### src/rtl/flippy_pkg.sv
// Shared constants for the Flippy Bit game and its input front end.
package flippy_pkg;

  localparam int CLK_HZ      = 50_000_000;
  localparam int DEBOUNCE_MS = 1;

  // Clock cycles between debounce samples.
  localparam int SAMPLE_DIV_DEFAULT     = (CLK_HZ / 1000) * DEBOUNCE_MS;
  localparam int STABLE_SAMPLES_DEFAULT = 4;

  localparam int NUM_SWITCHES = 8;
  localparam int NUM_BUTTONS  = 2;

  typedef enum logic [0:0] {
    BTN_START = 1'b0,
    BTN_FIRE  = 1'b1
  } btn_idx_e;

  function automatic int cnt_width(input int div);
    return (div <= 2) ? 1 : $clog2(div);
  endfunction

endpackage

### src/rtl/flippy_input_debounce_cell.sv
// Single-input debouncer: accepts a new level only after STABLE_SAMPLES
// consecutive tick samples all agree on it.
module debounce_cell #(
  parameter int   STABLE_SAMPLES = 4,
  parameter logic RESET_LEVEL    = 1'b0
) (
  input  logic clock,
  input  logic reset,
  input  logic tick,
  input  logic din,
  output logic level
);

  logic [STABLE_SAMPLES-1:0] hist;
  logic [STABLE_SAMPLES-1:0] hist_next;
  logic                      qualify;

  // The sample taken this edge counts toward the run, so test the shifted value.
  always_comb begin
    hist_next = {hist[STABLE_SAMPLES-2:0], din};
    qualify   = (hist_next == {STABLE_SAMPLES{~level}});
  end

  always_ff @(posedge clock or posedge reset) begin
    if (reset) begin
      hist  <= {STABLE_SAMPLES{RESET_LEVEL}};
      level <= RESET_LEVEL;
    end else if (tick) begin
      hist <= hist_next;
      if (qualify) begin
        level <= ~level;
      end
    end
  end

endmodule

### src/rtl/flippy_input.sv
// Board-pin front end: synchronizes and debounces switches and buttons and
// produces the user_bits word plus single-cycle start/fire/change pulses.
module flippy_input
  import flippy_pkg::*;
#(
  parameter int SAMPLE_DIV     = SAMPLE_DIV_DEFAULT,
  parameter int STABLE_SAMPLES = STABLE_SAMPLES_DEFAULT
) (
  input  logic                    clock,
  input  logic                    reset,
  input  logic [NUM_SWITCHES-1:0] sw_raw,
  input  logic                    btn_start_n,
  input  logic                    btn_fire_n,
  output logic [NUM_SWITCHES-1:0] user_bits,
  output logic                    start_pulse,
  output logic                    fire_pulse,
  output logic                    bits_changed
);

  localparam int                CNT_W    = cnt_width(SAMPLE_DIV);
  localparam logic [CNT_W-1:0]  CNT_LAST = CNT_W'(SAMPLE_DIV - 1);

  logic [NUM_SWITCHES-1:0] sw_p0;
  logic [NUM_SWITCHES-1:0] sw_p1;
  logic [NUM_BUTTONS-1:0]  btn_p0;
  logic [NUM_BUTTONS-1:0]  btn_p1;

  logic [CNT_W-1:0]        count;
  logic                    tick;

  logic [NUM_BUTTONS-1:0]  btn_level;
  logic [NUM_BUTTONS-1:0]  pressed;
  logic [NUM_BUTTONS-1:0]  pressed_prev;
  logic [NUM_SWITCHES-1:0] bits_prev;

  // Stage p0/p1: two-flop synchronizers; buttons idle high (released).
  always_ff @(posedge clock or posedge reset) begin
    if (reset) begin
      sw_p0  <= '0;
      sw_p1  <= '0;
      btn_p0 <= '1;
      btn_p1 <= '1;
    end else begin
      sw_p0  <= sw_raw;
      sw_p1  <= sw_p0;
      btn_p0 <= {btn_fire_n, btn_start_n};
      btn_p1 <= btn_p0;
    end
  end

  always_ff @(posedge clock or posedge reset) begin
    if (reset) begin
      count <= '0;
    end else if (count == CNT_LAST) begin
      count <= '0;
    end else begin
      count <= count + 1'b1;
    end
  end

  assign tick = (count == CNT_LAST);

  // Stage debounce: one cell per synchronized input.
  for (genvar i = 0; i < NUM_SWITCHES; i++) begin : g_sw
    debounce_cell #(
      .STABLE_SAMPLES (STABLE_SAMPLES),
      .RESET_LEVEL    (1'b0)
    ) u_cell (
      .clock (clock),
      .reset (reset),
      .tick  (tick),
      .din   (sw_p1[i]),
      .level (user_bits[i])
    );
  end

  for (genvar b = 0; b < NUM_BUTTONS; b++) begin : g_btn
    debounce_cell #(
      .STABLE_SAMPLES (STABLE_SAMPLES),
      .RESET_LEVEL    (1'b1)
    ) u_cell (
      .clock (clock),
      .reset (reset),
      .tick  (tick),
      .din   (btn_p1[b]),
      .level (btn_level[b])
    );
  end

  assign pressed = ~btn_level;

  // Stage edge: compare debounced levels against their value one cycle ago.
  always_ff @(posedge clock or posedge reset) begin
    if (reset) begin
      pressed_prev <= '0;
      bits_prev    <= '0;
    end else begin
      pressed_prev <= pressed;
      bits_prev    <= user_bits;
    end
  end

  assign start_pulse  = pressed[BTN_START] & ~pressed_prev[BTN_START];
  assign fire_pulse   = pressed[BTN_FIRE]  & ~pressed_prev[BTN_FIRE];
  assign bits_changed = |(user_bits ^ bits_prev);

endmodule

### config.mk
export PLATFORM = sky130hd
export DESIGN_NAME = flippy_input
export DESIGN_NICKNAME = d
export VERILOG_FILES = /design/src/rtl/flippy_pkg.sv /design/src/rtl/flippy_input_debounce_cell.sv /design/src/rtl/flippy_input.sv
export SDC_FILE = /design/constraint.sdc
export NUM_CORES = 1
export LEC_CHECK = 0
export CORE_AREA = 2 2 132 70
export CTS_BUF_LIST = sky130_fd_sc_hd__clkbuf_16
export CTS_CLUSTER_SIZE = 12
export DETAILED_ROUTE_END_ITERATION = 10
export DIE_AREA = 0 0 134 72
export PLACE_DENSITY = 0.55
export SLEW_MARGIN = 20
export SYNTH_ARGS = -nofsm -noshare
export SYNTH_HDL_FRONTEND = slang
export SYNTH_SLANG_ARGS = --single-unit
export TNS_END_PERCENT = 10
### constraint.sdc
create_clock -name clock -period 2.5 [get_ports clock]
set_input_delay 0.5 -clock clock [delete_from_list [all_inputs] [get_ports clock]]
set_output_delay 0.5 -clock clock [all_outputs]
set_load 0.02 [all_outputs]
# Word level (Yosys, flattened, before mapping)
# Cells that the tools add are included.
[classes]
n_mul = 0
reduce_logical = 11
order_cmp = 0
eq_ne = 11
n_bitwise = 16
shifts = 0
mux = 1
div_mod_pow = 0
add_sub_neg = 1
[op_table]
columns = ["op", "n"]
rows = [
  ["$eq A4 B4 Y1", 10],
  ["$reduce_and A2 Y1", 10],
  ["$add A16 B1 Y16 const B", 1],
  ["$eq A16 B16 Y1 const B", 1],
  ["$mux W16", 1],
  ["$not A1 Y1", 12],
  ["$reduce_or A8 Y1", 1],
  ["$xor A8 B8 Y8", 1],
  ["$and A1 B1 Y1", 2],
  ["$not A2 Y2", 1],
]
[word_totals]
mem_count = 0
mem_bits_rw = 0
out_inout_bits = 11
rom_bits = 0
regBits = 86
latchBits = 0
wordCells = 67
input_bits = 12

# Depth between registers and ports, before layout
[depth]
ltp_word = 3
ltp_mapped = 7
mapped_depth_nobuf = 5

# Cells and area by module
# From an unflattened synthesis, not the netlist that was laid out.
[hier_totals]
cells_unflattened = 225
area_unflattened_um2 = 3310.7
[modules_own_cells]
columns = ["module", "n_inst", "cells_each", "area_each_um2", "seq_area_each_um2"]
rows = [
  ["flippy_input", 1, 115, 1624.1, 1156.1],
  ["debounce_cell at g_sw[0].u_cell ...", 8, 11, 167.7, 100.1],
  ["debounce_cell at g_btn[0].u_cell ...", 2, 11, 172.7, 105.1],
]

# Least setup slack after synthesis
# No wires, ideal clock.
[synth_timing]
path_type = "register to register"
start = "register count[0]"
end = "register g_sw[5].u_cell.level"
arrival_ps = 1503
path_stages_with_launch = 8
period_less_slack_ps = 1634
path_slack_ps = 866
setup_ps = 130
cell_sequence = "dfrtp_1 ha_1 and3_1 and4_1 buf_4 buf_6 a41oi_1 a21oi_1"
[synth_via]
elab_chain_len = 2
[synth_lines]
columns = ["element", "line_no", "text"]
rows = [
  ["start: declaration", "flippy_input.sv:28", "logic [CNT_W-1:0] count;"],
  ["start signal: assignment", "flippy_input.sv:57", "count <= count + 1'b1;"],
  ["$eq A16 B16 Y1", "flippy_input.sv:61", "assign tick = (count == CNT_LAST);"],
  ["$reduce_and A2 Y1 (no source line)", "--", ""],
  ["end signal: assignment", "flippy_input_debounce_cell.sv:31", "level <= ~level;"],
  ["end: declaration", "flippy_input_debounce_cell.sv:11", "output logic level"],
]
# Every way passes these cells.
# A chain may end at the register's enable or synchronous reset.

# Worst setup path in the final report
[layout_timing]
start = "register g_sw[5].u_cell.level"
end = "output port bits_changed"
[layout_via]
elab_chain_len = 2
[layout_lines]
columns = ["element", "line_no", "text"]
rows = [
  ["$xor A8 B8 Y8", "flippy_input.sv:105", "assign bits_changed = |(user_bits ^ bits_prev);"],
  ["$reduce_or A8 Y1", "flippy_input.sv:105", ""],
  ["end: declaration", "flippy_input.sv:17", "output logic bits_changed"],
]
# Every way passes these cells.

==> flow_summary.yaml <==
worst_hold_path:
  hold_path_class: "register to register"
global_routing:
  antenna_found_initial: 0
  grt_usage: 0.144
  grt_pass1_vias: 1973
  grt_max_degree: 87
  grt_first_pass_wirelength_um: 10300
  overflow: 0
cells_and_area:
  ff_latch_area_sq_um: 2170
  layout_common_cells: "nand2_1, dfrtp_1, clkdlybuf4s50_1"
  fin_nets: 324
  drive_gt1_frac: 0.117
  fillers: 782
  final_common_cell: "nand2_1"
  area_delta_synth_final_pct: 17.9
  diodes: 0
  multi_input_area_sq_um: 983
timing:
  max_freq_mhz: 417
  setup_viol: 0
  worst_slew_pin_slew_ps: 449
  drv_slew: 0
  rsz0062_at_grt: "false"
  post-route-period-util: 0.959
  timing.slew.headroom: 0.700
  finClkSkew_ps: 5.12
  post-route-min-period_ps: 2400
  hold_viol: 0
  setup_tns_ps: 0
clock_network:
  cts_tree: "built"
  h-tree-depth: 3
  cts_root_buf: "clkbuf_16"
  ctsHoldBuffers: 0
  clkTransAtPathRegs_ps: 60
  cts-resized-gates: 0
  clockBufferDepth: 2
  clk_latency_ps: 340
  clock-sinks: 86
  cts_buffers: 9
  postCtsSetupBuffers: 0
setup_path:
  cp_max_fo: 5
  worstSetupPathType: "register to primary output"
  path_delay_family: "buffers and inverters"
  crit_required_ps: 2000
  worstPathArrival_ps: 1900
  max_stage_delay_ps: 550
  cp_cell_sequence: "xor2_1 > nor4_1 > nand2_1 > clkdlybuf4s50_1"
  critPathLaunchType: "register"
  cp_num_buf_inv: 1
  worstSetupEndpointType: "primary output"
  slowest_stage: "clkdlybuf4s50_1"
power_and_ir_drop:
  peakVddDrop_mv: 0.375
  power_density_nw_per_um2: 697
  leakagePower_nw: 1.83
  power_w: 0.00273
flow_run:
  maxCapViolations: 0
floorplan:
  die_h_um: 72
  rows: 24
  ios: 23
  die_x_um: 134
  dieArea_sq_um: 9650
  core-area_sq_um: 8440
  initial_core_util: 0.394
logic_synthesis:
  async_flop_share: 1.00
  yosysWarningCount: 0
  synth_area_sq_um: 3320
  netlist_instances: 292
  syn_nets: 305
  yosysSeqAreaShare: 0.653
  synth_seq_cells: 86
  avgSynthCellArea_sq_um: 11.4
  dominantRegCellSynth: "dfrtp_1"
  synth_edf_count: 0
  ys_types: 28
drt:
  dr.pass1.iters: 5
  vias_per_cell: 4.70
  drt-total-wl_um: 5960
  ant_nets: 0
  vias: 2035
  drt_iter0_drc: 136
  wl_per_cell_um: 13.8
  drc: 0
place:
  port_buffers: 22
  place_congestion: 0.767
  hpwlAfterDp_um: 3800
status:
  status: "completed"
-- where the power goes --
part	switching (W)	internal [W]
sequential	0.00000452	0.00141
combinational	0.0000330	0.0000197
clock	0.000575	0.000685
total	0.000612	0.00212
-- through the flow --
stage	hold WS [ps]	instances	cell area (sq um)	setup WS, ps	util
after floorplan	331	292	3320	866	-
after global placement	333	417	3630	429	0.430
after detailed placement	335	417	3630	435	0.430
after CTS	350	433	3920	51.5	0.464
after global routing	358	433	3920	15.9	0.464
final	349	433	3920	103	0.464
-- cell usage after synthesis (7+ instances only) --
master	instances	area [sq um]
inv_1	15	56.3
nor2_1	12	45.0
o21ai_0	10	50.1
dfstp_2	12	315
buf_4	9	67.6
xor2_1	13	114
dfrtp_1	74	1850
xnor2_1	7	61.3
o41ai_1	11	96.3
nand2_1	77	289
a41oi_1	10	87.6
a21oi_1	10	50.1
-- state kept, by name (all words and copies together), names as in the netlist --
name	flops
sw_p1	8
g_btn.u_cell.hist	6
g_sw.u_cell.hist	24
bits_prev	8
btn_p1	2
count	16
g_btn.u_cell.level	2
sw_p0	8
btn_p0	2
g_sw.u_cell.level	8
pressed_prev	2
-- per-layer routing --
metal,wire length (um),share of wire,up-vias,GRT usage
met5,0,0,-,0
met4,78,0.013,0,0.0532
met3,392,0.066,6,0.0657
met2,2170,0.36,40,0.175
met1,3330,0.56,970,0.217
li1,-,-,1019,-
-- final timing paths --
path,to,start,cells after the start,slack [ps]
max,bits_changed,g_sw[5].u_cell.level$_DFFE_PP0P_,4,100
min,sw_p1[0]$_DFF_PP0_,sw_p0[0]$_DFF_PP0_,0,350
max reg2reg,g_sw[2].u_cell.level$_DFFE_PP0P_,count[0]$_DFF_PP0_,6,660
min reg2reg,sw_p1[0]$_DFF_PP0_,sw_p0[0]$_DFF_PP0_,0,350
max in group asynchronous,btn_p0[1]$_DFF_PP1_,reset,3,1490
min in group asynchronous,g_sw[1].u_cell.hist[1]$_DFFE_PP0N_,reset,3,630
-- worst register-to-register path: stages (launching register included) --
cell and delay (ps):
dfrtp_1 390, ha_1 220, and3_1 280, nand4_2 120, buf_4 280, o41ai_1 300, a21oi_1 140
-- layout make-up --
type / instances / area share
clock inverters: 7 / 0.0147
inverters: 15 / 0.0153
repair buffers: 26 / 0.0703
well taps: 117 / 0.0374
clock buffers: 9 / 0.0575
flip-flops and latches: 86 / 0.554
multi-input cells: 173 / 0.251
-- cells by family after synthesis --
kind of cell,Yosys count,share of synthesized area
AND/OR/NAND/NOR,109,0.148
flip-flops,86,0.653
buffers and inverters,33,0.0512
multiplexers,1,0.00301
AO/OA/AOI/OAI,42,0.0882
XOR/XNOR,20,0.0528
adder cells (fa/ha/maj),1,0.00377
Note: power is estimated with default switching activity, not from simulation.
==> variant, RTL diff (config.mk and constraints unchanged) <==
`RESET_LEVEL` is set to 1'b0 in 2 places; all go to 1'b1.
--- a/src/rtl/flippy_input_debounce_cell.sv
+++ b/src/rtl/flippy_input_debounce_cell.sv
@@ -2,7 +2,7 @@
 // consecutive tick samples all agree on it.
 module debounce_cell #(
   parameter int   STABLE_SAMPLES = 4,
-  parameter logic RESET_LEVEL    = 1'b0
+  parameter logic RESET_LEVEL    = 1'b1
 ) (
   input  logic clock,
   input  logic reset,
--- a/src/rtl/flippy_input.sv
+++ b/src/rtl/flippy_input.sv
@@ -64,7 +64,7 @@
   for (genvar i = 0; i < NUM_SWITCHES; i++) begin : g_sw
     debounce_cell #(
       .STABLE_SAMPLES (STABLE_SAMPLES),
-      .RESET_LEVEL    (1'b0)
+      .RESET_LEVEL    (1'b1)
     ) u_cell (
       .clock (clock),
       .reset (reset),
Function: changed (Yosys sat finds a counterexample within 4 cycles, from zero or initial values and one cycle with reset high).
==> variant against the original RTL <==
Power decreased by 1.0%. Count of clock-buffer cells in the layout increased by 1. Synthesized area increased by 1.2%. Maximum frequency increased by 6.4%. Cell area increased by 1.1%. Combinational power about the same. Routed wire length decreased by 2.2%. Sequential cell count unchanged. Cell count increased by 0.46%. Setup slack improved by 0.15 ns. Largest cell class unchanged. Largest power group unchanged. Highest routed layer unchanged.
==> variant: results (changes against the original RTL) <==
| Metric | Value |
|---|---|
| Status | finished clean (unchanged) |
| Post-synthesis mux area share | 0.298% (was 0.301%) |
| Post-Route M1 WL | 3.16 mm (was 3.33 mm) |
| Seq/total area | 55.8% (was 55.4%) |
| Met2 Use GR | 17.4% (was 17.5%) |
| Net Switching | 548 uW (was 612 uW) |
| Total GRT Usage | 13.7% (was 14.4%) |
| Fill cells | 740 (was 782) |
| Initial DRC Count | 137 (was 136) |
| Area of the multi-input gates | 990 sq um (was 983 sq um) |
| Drt wl/cell | 13.4 um (was 13.8 um) |
| Clock Skew | 0.00462 ns (was 0.00512 ns) |
| Worst-case vdd ir drop | 0.347 mV (was 0.375 mV) |
| Gp weighted congestion | 0.763 (was 0.767) |
| DP Wirelength | 3.74 mm (was 3.80 mm) |
| Vias | 2043 (was 2035) |
| Met2 WL | 2.25 mm (was 2.17 mm) |
| Largest cells by area after synthesis | dfstp_2 (34%), dfrtp_1 (31%), nand2_1 (8.6%) (was dfrtp_1 (56%), dfstp_2 (9.5%), nand2_1 (8.7%)) |
| M1 GR Usage | 19.6% (was 21.7%) |
| Largest net degree at the start of global routing | 72 (was 87) |
| First-pass GRT wire length | 9.86 mm (was 10.3 mm) |
| Post_cts resized | 2 (was 0) |
| Async S/R FF share, synth | 100% (unchanged) |
| Vias in the first global route | 1948 (was 1973) |
| Top FF cell, synth | dfstp_2 (was dfrtp_1) |
| Synth Area in Adders | 0.372% (was 0.377%) |
| Met3 wire len | 328 um (was 392 um) |
| Register area share after synthesis | 65.7% (was 65.3%) |
| Buffering overhead | 6.99% (was 7.03%) |
| Clock network area share | 6.99% (was 7.22%) |
| Xor-xnor portion of the synthesized cell area | 5.21% (was 5.28%) |
| Worst-Margin Slew | 0.366 ns (was 0.449 ns) |
==> variant: cell types whose count changed in the layout (fill, tap and decap cells not counted), moves of 2 or more <==
cell / unedited run / this run
clkinvlp_4: 4 / 1
buf_4: 2 / 5
clkinv_1: 0 / 2
inv_6: 3 / 0
dfstp_2: 12 / 44
dfrtp_1: 74 / 42
clkinv_2: 0 / 3
==> variant: per-stage QoR <==
stage	util (%)	worst slack, ns	cells	cell area, sq um
after detailed placement	43.5	0.262	419	3670
final	46.9	0.248	435	3960
after floorplan	-	0.907	292	3360
after global placement	43.5	0.243	419	3670
after global routing	46.9	0.0772	435	3960
after CTS	46.9	0.213	435	3960
==> variant: cells by family (layout without fill, tap and decap cells) <==
kind of cell | Yosys count | in the layout
simple gates | 109 | 109
flops | 86 | 86
compound gates | 42 | 42
buf+inv | 33 | 59
xor+xnor | 20 | 20
fa+ha+maj | 1 | 1
mux | 1 | 1
==> variant: worst paths after layout <==
path                                                       start                            endpoint  slack [ns]  depth (start not counted)
worst min-delay path                          sw_p0[2]$_DFF_PP0_                  sw_p1[2]$_DFF_PP0_        0.35                          0
worst max-delay path            g_sw[1].u_cell.level$_DFFE_PP1P_                        bits_changed        0.25                          4
worst min register to register                sw_p0[2]$_DFF_PP0_                  sw_p1[2]$_DFF_PP0_        0.35                          0
max in group asynchronous                                  reset  g_sw[2].u_cell.hist[2]$_DFFE_PP1N_        1.31                          3
worst max register to register                count[0]$_DFF_PP0_    g_sw[1].u_cell.level$_DFFE_PP1P_        0.68                          6
min in group asynchronous                                  reset           pressed_prev[0]$_DFF_PP0_        0.49                          2
==> variant: worst max-delay path, stage by stage (launching register included) <==
cell,delay [ns]
dfstp_2,0.57
xor2_1,0.09
nor4_2,0.34
nand2_1,0.07
dlygate4sd2_1,0.33
